===== src/rtl/fft_pkg.sv =====
// Shared constants, types and helpers for the FFT frame loader slice.
package fft_pkg;

   localparam int FFT_DW    = 8;
   localparam int FFT_N     = 8;
   localparam int FFT_LOG2N = $clog2(FFT_N);

   // 'real' is a reserved word, hence re/im
   typedef struct packed {
      logic [FFT_DW-1:0] re;
      logic [FFT_DW-1:0] im;
   } cplx_t;

   typedef enum logic {FILL, WAIT_SWAP} state_t;

   // Reverse the low nbits of v; generic so any N can use it
   function automatic int bitrev(input int v, input int nbits);
      int r;
      r = 0;
      for (int i = 0; i < nbits; i++) r = (r << 1) | ((v >> i) & 1);
      return r;
   endfunction

endpackage


===== src/rtl/fft_frame_loader_if.sv =====
// Sample stream in, parallel frame out, between a sample source and the FFT loader.
interface fft_frame_loader_if
   import fft_pkg::*;
#(
   parameter int DW = FFT_DW,
   parameter int N  = FFT_N
);
   logic          flush;
   logic          in_valid;
   logic          in_ready;
   logic [DW-1:0] in_real;
   logic [DW-1:0] in_img;
   logic [N*DW-1:0] x_real_flat;
   logic [N*DW-1:0] x_img_flat;
   logic          frame_valid;

   modport master (
      output flush, in_valid, in_real, in_img,
      input  in_ready, x_real_flat, x_img_flat, frame_valid
   );

   modport slave (
      input  flush, in_valid, in_real, in_img,
      output in_ready, x_real_flat, x_img_flat, frame_valid
   );
endinterface


===== src/rtl/fft_sample_bank.sv =====
// N-entry complex register file; single write port, whole contents read out in parallel.
module fft_sample_bank #(
   parameter int DW = 8,
   parameter int N  = 8,
   parameter int AW = $clog2(N)
) (
   input  logic                 clk,
   input  logic                 rst,
   input  logic                 clear,
   input  logic                 we,
   input  logic [AW-1:0]        waddr,
   input  logic [DW-1:0]        wdata_re,
   input  logic [DW-1:0]        wdata_im,
   output logic [N-1:0][DW-1:0] rd_re,
   output logic [N-1:0][DW-1:0] rd_im
);

   always_ff @(posedge clk or negedge rst) begin
      if (!rst) begin
         rd_re <= '0;
         rd_im <= '0;
      end else if (clear) begin
         rd_re <= '0;
         rd_im <= '0;
      end else if (we) begin
         rd_re[waddr] <= wdata_re;
         rd_im[waddr] <= wdata_im;
      end
   end

endmodule


===== src/rtl/fft_frame_loader.sv =====
// Double-buffered serial-to-parallel frame loader feeding the DIT FFT.
// Define FFT_LOADER_BITREV_EN to present frames in bit-reversed slot order.
module fft_frame_loader
   import fft_pkg::*;
#(
   parameter int DW          = FFT_DW,
   parameter int N           = FFT_N,
   parameter int HOLD_CYCLES = N
) (
   input  logic             clk,
   input  logic             rst,
   fft_frame_loader_if.slave bus
);

   localparam int LOG2N    = $clog2(N);
   localparam int HOLD_EFF = (HOLD_CYCLES < 1) ? 1 : HOLD_CYCLES;
   localparam int HW       = $clog2(HOLD_EFF + 1);

   state_t                state, state_nx;
   logic [LOG2N-1:0]      wr_cnt, waddr;
   logic [HW-1:0]         hold_cnt;
   logic                  accept, we, last, hold_ok, swap;
   logic [N-1:0][DW-1:0]  bank_re, bank_im;
   logic [N-1:0][DW-1:0]  nx_re, nx_im;
   logic [N-1:0][DW-1:0]  out_re, out_im;
   logic                  frame_valid_q;

   assign bus.in_ready    = (state == FILL);
   assign accept          = bus.in_valid & bus.in_ready;
   assign we              = accept & ~bus.flush;
   assign last            = we && (wr_cnt == LOG2N'(N - 1));
   assign hold_ok         = (hold_cnt == '0);
   assign bus.x_real_flat = out_re;
   assign bus.x_img_flat  = out_im;
   assign bus.frame_valid = frame_valid_q;

`ifdef FFT_LOADER_BITREV_EN
   assign waddr = LOG2N'(bitrev(int'(wr_cnt), LOG2N));
`else
   assign waddr = wr_cnt;
`endif

   fft_sample_bank #(.DW(DW), .N(N), .AW(LOG2N)) u_fill_bank (
      .clk      (clk),
      .rst      (rst),
      .clear    (bus.flush),
      .we       (we),
      .waddr    (waddr),
      .wdata_re (bus.in_real),
      .wdata_im (bus.in_img),
      .rd_re    (bank_re),
      .rd_im    (bank_im)
   );

   // A swap on the last accept must include the sample the bank is only now writing
   always_comb begin
      nx_re = bank_re;
      nx_im = bank_im;
      if (we) begin
         nx_re[waddr] = bus.in_real;
         nx_im[waddr] = bus.in_img;
      end
   end

   always_comb begin
      state_nx = state;
      swap     = 1'b0;
      case (state)
         FILL: begin
            if (last) begin
               if (hold_ok) swap = 1'b1;
               else         state_nx = WAIT_SWAP;
            end
         end
         WAIT_SWAP: begin
            if (bus.flush) begin
               state_nx = FILL;
            end else if (hold_ok) begin
               swap     = 1'b1;
               state_nx = FILL;
            end
         end
         default: state_nx = FILL;
      endcase
   end

   always_ff @(posedge clk or negedge rst) begin
      if (!rst) begin
         state    <= FILL;
         wr_cnt   <= '0;
         hold_cnt <= '0;
      end else begin
         state <= state_nx;
         if (bus.flush)  wr_cnt <= '0;
         else if (we)    wr_cnt <= wr_cnt + 1'b1;
         if (swap)                 hold_cnt <= HW'(HOLD_EFF - 1);
         else if (hold_cnt != '0)  hold_cnt <= hold_cnt - 1'b1;
      end
   end

   always_ff @(posedge clk or negedge rst) begin
      if (!rst) begin
         out_re        <= '0;
         out_im        <= '0;
         frame_valid_q <= 1'b0;
      end else begin
         frame_valid_q <= swap;
         if (swap) begin
            out_re <= nx_re;
            out_im <= nx_im;
         end
      end
   end

endmodule


===== src/flat_wrapper.sv =====
// flat-port wrapper written by rule: the top's interface ports become plain ports
module fft_frame_loader_flat import fft_pkg::*;
#(
   parameter int DW          = FFT_DW,
   parameter int N           = FFT_N,
   parameter int HOLD_CYCLES = N
)
  (clk, rst, bus_flush, bus_in_valid, bus_in_real, bus_in_img, bus_in_ready, bus_x_real_flat, bus_x_img_flat, bus_frame_valid);
  fft_frame_loader_if #(.DW(DW), .N(N)) bus_i ();
  input  logic clk;
  input  logic rst;
  input wire logic [$bits(bus_i.flush)-1:0] bus_flush;
  input wire logic [$bits(bus_i.in_valid)-1:0] bus_in_valid;
  input wire logic [$bits(bus_i.in_real)-1:0] bus_in_real;
  input wire logic [$bits(bus_i.in_img)-1:0] bus_in_img;
  output wire logic [$bits(bus_i.in_ready)-1:0] bus_in_ready;
  output wire logic [$bits(bus_i.x_real_flat)-1:0] bus_x_real_flat;
  output wire logic [$bits(bus_i.x_img_flat)-1:0] bus_x_img_flat;
  output wire logic [$bits(bus_i.frame_valid)-1:0] bus_frame_valid;
  assign bus_i.flush = bus_flush;
  assign bus_i.in_valid = bus_in_valid;
  assign bus_i.in_real = bus_in_real;
  assign bus_i.in_img = bus_in_img;
  assign bus_in_ready = bus_i.in_ready;
  assign bus_x_real_flat = bus_i.x_real_flat;
  assign bus_x_img_flat = bus_i.x_img_flat;
  assign bus_frame_valid = bus_i.frame_valid;
  fft_frame_loader #(.DW(DW), .N(N), .HOLD_CYCLES(HOLD_CYCLES)) u_core (.clk(clk), .rst(rst), .bus(bus_i));
endmodule

===== config.mk =====
export PLATFORM = sky130hd
export DESIGN_NAME = fft_frame_loader_flat
export DESIGN_NICKNAME = d
export VERILOG_FILES = /design/src/rtl/fft_pkg.sv /design/src/rtl/fft_frame_loader_if.sv /design/src/rtl/fft_sample_bank.sv /design/src/rtl/fft_frame_loader.sv /design/src/flat_wrapper.sv
export SDC_FILE = /design/constraint.sdc
export NUM_CORES = 1
export LEC_CHECK = 0
export CORE_ASPECT_RATIO = 0.75
export CORE_UTILIZATION = 45
export DETAILED_ROUTE_END_ITERATION = 6
export PLACE_DENSITY = 0.66
export SYNTH_ARGS = -nofsm -noshare
export SYNTH_HDL_FRONTEND = slang
export SYNTH_SLANG_ARGS = --single-unit

===== constraint.sdc =====
create_clock -name clk -period 3.2 [get_ports clk]
set_input_delay 0.48 -clock clk [delete_from_list [all_inputs] [get_ports clk]]
set_output_delay 0.48 -clock clk [all_outputs]
set_load 0.01 [all_outputs]

## Word level (Yosys, flattened, before mapping)

Index checks and enable logic that the tools add are counted.

- Add/sub/neg operators: 2
- Multipliers: 0
- Divide/modulo/power cells: 0
- Magnitude comparators: 2
- Eq/ne operators: 1
- Shifts and indexed selects: 0
- Multiplexer cells: 20
- Bitwise operators: 4
- Reduce and logical (&&, ||, !) cells: 6

Operators with widths:

| kind | count |
|---|---|
| 64-bit 2-to-1 mux | 4 |
| 64-bit bitwise mux | 2 |
| 8-bit demux with 3-bit select | 1 |
| 4-bit 2-to-1 mux | 2 |
| 8-bit 2-to-1 mux | 1 |
| 1-bit 2-to-1 mux | 6 |
| 3-bit 2-to-1 mux | 2 |
| 4-bit zero test | 1 |
| 3-bit by 4-bit less-than comparator with 1-bit output, second input constant | 1 |
| 1-bit case mux with 2 select lines | 2 |
| 2-bit nonzero test | 2 |
| 4-bit nonzero test | 1 |
| 4-bit by 1-bit subtractor with 4-bit output, second input constant | 1 |
| 3-bit by 1-bit adder with 3-bit output, second input constant | 1 |
| 3-bit == test, second input constant | 1 |
| 3-bit by 1-bit >= comparator with 1-bit output, second input constant | 1 |
| 1-bit bitwise AND | 2 |
| 1-bit logical AND | 2 |
| 1-bit inverter | 2 |

- Flip-flop bits (word level): 265
- Bits in latches: 0
- Memory bits (writable): 0
- Bits in read-only memories: 0
- Bits of input ports: 20
- Output and inout bits: 130
- Logic and storage cells: 71
- Memories kept: 0

## Logic depth before layout (Yosys ltp)

- Depth after elaboration: 7
- Gate-level depth with buffers: 8
- Mapped depth without buffers: 5

## Modules after synthesis

Synthesis repeated with hierarchy kept, for this count alone.

- Cell total of the unflattened synthesis: 1,282
- Area total of the unflattened synthesis: 13,152.6 sq um

By module, submodules not included:

| module | times used | cells each | area each (sq um) | sequential area each (sq um) |
|---|---|---|---|---|
| fft_frame_loader | 1 | 821 | 7,424.6 | 3,428.3 |
| fft_sample_bank | 1 | 461 | 5,728.0 | 3,203.1 |

## Worst setup path after synthesis

No wires, ideal clock.

- Kind: flip-flop to flip-flop
- From: register u_core.hold_cnt[0]
- To: register u_core.out_re (netlist bit u_core.bus.x_real_flat[18])
- Setup time: 0.130 ns
- Arrival: 1.560 ns
- Required time: 3.070 ns
- Path slack: 1.510 ns
- Cell stages (with the launch flop): 9
- Path buffers: 3
- Period minus slack after synthesis: 1.690 ns
- Cell sequence: dfrtp_1 > inv_1 > ha_1 > nor3b_1 > buf_2 > and3_1 > buf_2 > buf_2 > a31oi_1

- Word-level cells in the longest chain between the ends: 4
- Elaborated cells on any way between the ends: 5
- Classes of those cells: 4 x mux; 1 x reduce/logical

RTL lines:

| item | line | source |
|---|---|---|
| from (decl) | fft_frame_loader.sv:21 | `logic [HW-1:0] hold_cnt;` |
| from (signal assigned) | fft_frame_loader.sv:96 | `if (swap) hold_cnt <= HW'(HOLD_EFF - 1);` |
| from (signal assigned) | fft_frame_loader.sv:97 | `else if (hold_cnt != '0) hold_cnt <= hold_cnt - 1'b1;` |
| 4-bit zero test * | fft_frame_loader.sv:32 | `assign hold_ok = (hold_cnt == '0);` |
| 1-bit 2-to-1 mux * | fft_frame_loader.sv:71, fft_frame_loader.sv:78 |  |
| 1-bit 2-to-1 mux (on tied branches) | fft_frame_loader.sv:76, fft_frame_loader.sv:70 |  |
| 1-bit case mux with 2 select lines * | fft_frame_loader.sv:68 | `case (state)` |
| to (signal assigned) | fft_frame_loader.sv:109 | `out_re <= nx_re;` |
| to (decl) | fft_frame_loader.sv:25 | `logic [N-1:0][DW-1:0] out_re, out_im;` |

Every way passes the cells marked *; elsewhere a longest branch is shown, timed or not.
A chain may end at the register's enable or synchronous reset.

## Worst setup path in the final report

- From: register u_core.wr_cnt[0], in the netlist u_core.waddr[0]
- To: register u_core.hold_cnt[0]

- Word-level cells in the longest chain between the ends: 5
- Elaborated cells on any way between the ends: 6
- Classes of those cells: 1 x eq/ne; 3 x mux; 2 x reduce/logical

RTL lines:

| item | line | source |
|---|---|---|
| from (decl) | fft_frame_loader.sv:20 | `logic [LOG2N-1:0] wr_cnt, waddr;` |
| from (signal assigned) | fft_frame_loader.sv:95 | `else if (we) wr_cnt <= wr_cnt + 1'b1;` |
| 3-bit == test * | fft_frame_loader.sv:31 | `assign last = we && (wr_cnt == LOG2N'(N - 1));` |
| 1-bit logical AND * | fft_frame_loader.sv:31 |  |
| 1-bit 2-to-1 mux * | fft_frame_loader.sv:70 | `if (last) begin` |
| 1-bit case mux with 2 select lines * | fft_frame_loader.sv:68 |  |
| 4-bit 2-to-1 mux or 2-bit nonzero test (tied branches) | - |  |

Marked as above.

==> results.toml <==
[clock_tree]
cts_buffers = 29
clk_pin_slew_ns = 0.06
clock_latency_ns = 0.53
cts.sinks = 265
cts_resized = 0
postCtsSetupBuffers = 0
cts_hold_buffers = 1
cts_root_buf = "clkbuf_16"
cts_buffer_depth = 3
cts_tree = "built"
htreeDepth = 1

[worst_setup_path]
worstPathRequired_ns = 3.61
path_class = "flop to flop"
r2r_end = "u_core.hold_cnt[0]"
path_buf_inv = 1
path_delay_family = "compound AO/OA/AOI/OAI gates"
worstPathMaxFanout = 130
cp-start-kind = "flop"
rrSetupSlack_ns = 0.70
crit_top_cell = "ha_1"
cpPeakStageDelay_ns = 0.66
r2r_cells = 6
reg2reg_from = "u_core.waddr[0]"
crit_slowest_cell = "dfrtp_4"
crit_path_end_kind = "flop"
critical_path.cell_chain = "ha_1 > ha_1 > a21o_4 > buf_12 > a21boi_0 > a21oi_1"
cp_data_arrival_time_ns = 2.91

[route]
drc_errors = 0
firstDrtPassIters = 5
post_drt_wl_per_cell_um = 23.4
via_count = 12100
routed_via_density = 6.65
routed_wl_mm = 42.6
drtIter0Drc = 1575
ant_nets = 0

[floorplanning]
io_pins = 150
dieArea_mm2 = 0.0289
initial_core_util_pct = 46.4
coreArea_mm2 = 0.0273
fp.dieH_um = 147
rows = 52
die_x_um = 196

[synth]
ys_top_cells_by_count = "dfrtp_1, a31oi_1, o21ai_0"
synthSimpleGateAreaFrac_pct = 11.7
synthCells = 1421
synth_xor_area_share_pct = 0.138
synth_cell_types = 33
netlist_top_cells_area = "dfrtp_1, a31oi_1, o21ai_0, nand3_1, a21oi_1"
synth_top_family_by_area = "compound AO/OA/AOI/OAI gates"
ys_ff_latch = 265
synthAdderAreaFrac_pct = 0.394
postSynthAreaPerCell_um2 = 8.93
syn_nets = 1445
synthesis.area_mm2 = 0.0127
yosys.cell_count.top_type = "dfrtp_1"
synthArstFlopShare_pct = 100
synth-edff-count = 0
yosys_warnings = 0
yosysSeqAreaShare_pct = 52.3
synth-compound-area-share_pct = 28.0
yosysTopAreaCellShare_pct = 52.3
synth_mux_area_share_pct = 0.158
synth_ff_type = "dfrtp_1"
synth_top_cell_by_area = "dfrtp_1"

[timing]
tns_ns = 0
setup_viol = 0
slew_headroom_pct = 32.9
fin_crit_ns = 2.50
finClkSkew_ns = 0.00543
rsz0062_at_grt = "no"
min_period_over_period_pct = 78.1
worst_pin_slew_ns = 1.00
hold_viol_final = 0
report.final.slew_viol_count = 0
worst_hold_slack_ns = 0.249
fmax_mhz = 400

[global_route]
grt_overflow = 0
antenna_found_initial = 0
grt_max_degree = 135
grt_pass1_wl_mm = 66.7
track_usage_pct = 29.0
grt_pass1_vias = 11300

[place]
hpwl_mm = 23.4
placedCellCount = 1770
gp_congestion = 0.784
numPortBuffers = 149

[power_and_ir_drop]
vdd_drop_max_mv = 0.394
powerDensity_mw_per_mm2 = 499
p_leak_nw = 5.83

[final_layout]
drive_gt1_share_pct = 7.50
diodes = 0
final_util_pct = 55.6
area_growth_pct = 19.8
nNetsFinal = 1475
fin_cells = 1818

[outcome]
status = "finished, final reports clean"

[worst_hold_path]
worstHoldStart = "bus_flush"
min_path_type = "input port to flop"
holdPathEnd = "u_core.u_fill_bank.rd_im[21]"
min_delay_path_depth = 2

[flow_run]
maxCapViolCount = 0
[final cells by class]
type,count,area [µm²]
Fill cell,2438,12100
Sequential cell,265,6640
Multi-Input combinational cell,947,5200
Timing Repair Buffer,203,2040
Clock buffer,43,838
Tap cell,351,439
Clock inverter,4,22.5
Inverter,5,22.5
[power breakdown]
part           switching (mW)  internal (mW)  total [mW]  leakage (nW)
clock network            1.33           1.78        3.12         0.422
registers              0.0606           3.42        3.48          3.68
logic                   0.752          0.227       0.979          1.73
[worst reg2reg max path: cells and delay by family (launching register included)]
family / cells / cell delay (ns)
AOI/OAI and AO/OA: 3 / 1.05
DFF: 1 / 0.66
adders and majority gates: 2 / 0.49
buffers and inverters: 1 / 0.18
[kinds of logic (layout without fill, tap and decap cells)]
kind of cell	Yosys count	count (layout)
AO/OA/AOI/OAI	645	645
XOR/XNOR	2	2
adder cells (fa/ha/maj)	4	4
buffers and inverters	209	255
flip-flops	265	265
multiplexers	2	2
AND/OR/NAND/NOR	294	294
[metrics by stage]
| step | power, mW | area (µm²) | setup slack (ns) |
|---|---|---|---|
| after global routing | 7.81 | 15200 | 0.733 |
| after floorplan | 4.12 | 12700 | 1.51 |
| final | 7.58 | 15200 | 0.699 |
| after detailed placement | 4.50 | 14300 | 0.377 |
| after CTS | 7.59 | 15200 | 0.891 |
| after global placement | 4.49 | 14300 | 0.440 |
[cell usage in the layout (no fill, tap or decap), types with 2 or more instances in the layout]
cell / synthesis / final
a21oi_1: 129 / 129
mux2i_1: 2 / 2
nor2b_1: 3 / 2
buf_12: 0 / 11
nand3_1: 208 / 208
clkbuf_8: 0 / 6
nor2_1: 8 / 8
dfrtp_1: 265 / 264
inv_1: 5 / 3
clkbuf_1: 120 / 8
o21ai_1: 45 / 45
buf_4: 1 / 43
nand4bb_2: 0 / 2
clkdlybuf4s50_1: 0 / 147
ha_1: 4 / 4
nor4bb_4: 0 / 2
a31oi_1: 257 / 257
clkinv_2: 0 / 4
o21ai_0: 211 / 211
nand2_1: 49 / 49
nor3b_1: 13 / 12
clkbuf_16: 0 / 29
[worst max path at each step]
stage	start	to	cells after the start
3_3_place_gp	bus_in_valid	u_core.u_fill_bank.rd_re[1]	5
2_1_floorplan	u_core.hold_cnt[0]	u_core.bus.x_real_flat[18]	8
6_report	u_core.waddr[0]	u_core.hold_cnt[0]	6
5_1_grt	u_core.waddr[0]	u_core.bus.x_real_flat[40]	6
4_1_cts	u_core.waddr[0]	u_core.bus.x_real_flat[3]	6
3_5_place_dp	bus_in_valid	u_core.u_fill_bank.rd_re[9]	5
[metal layers]
layer / share of wire [%] / track usage [%] / wire length, µm
met1: 45 / 44.6 / 19200
met2: 42 / 41.3 / 18100
met3: 9.8 / 5.86 / 4180
met4: 2.7 / 8.16 / 1160
met5: 0 / 0 / 0
[state kept, by name, indices dropped and copies added (netlist names)]
name                      flops
u_core.waddr                  3
u_core.u_fill_bank.rd_im     64
u_core.bus.x_img_flat        64
u_core.state                  1
u_core.bus.frame_valid        1
u_core.u_fill_bank.rd_re     64
u_core.hold_cnt               4
u_core.bus.x_real_flat       64
No activity file was read; power rests on OpenSTA's default activity.
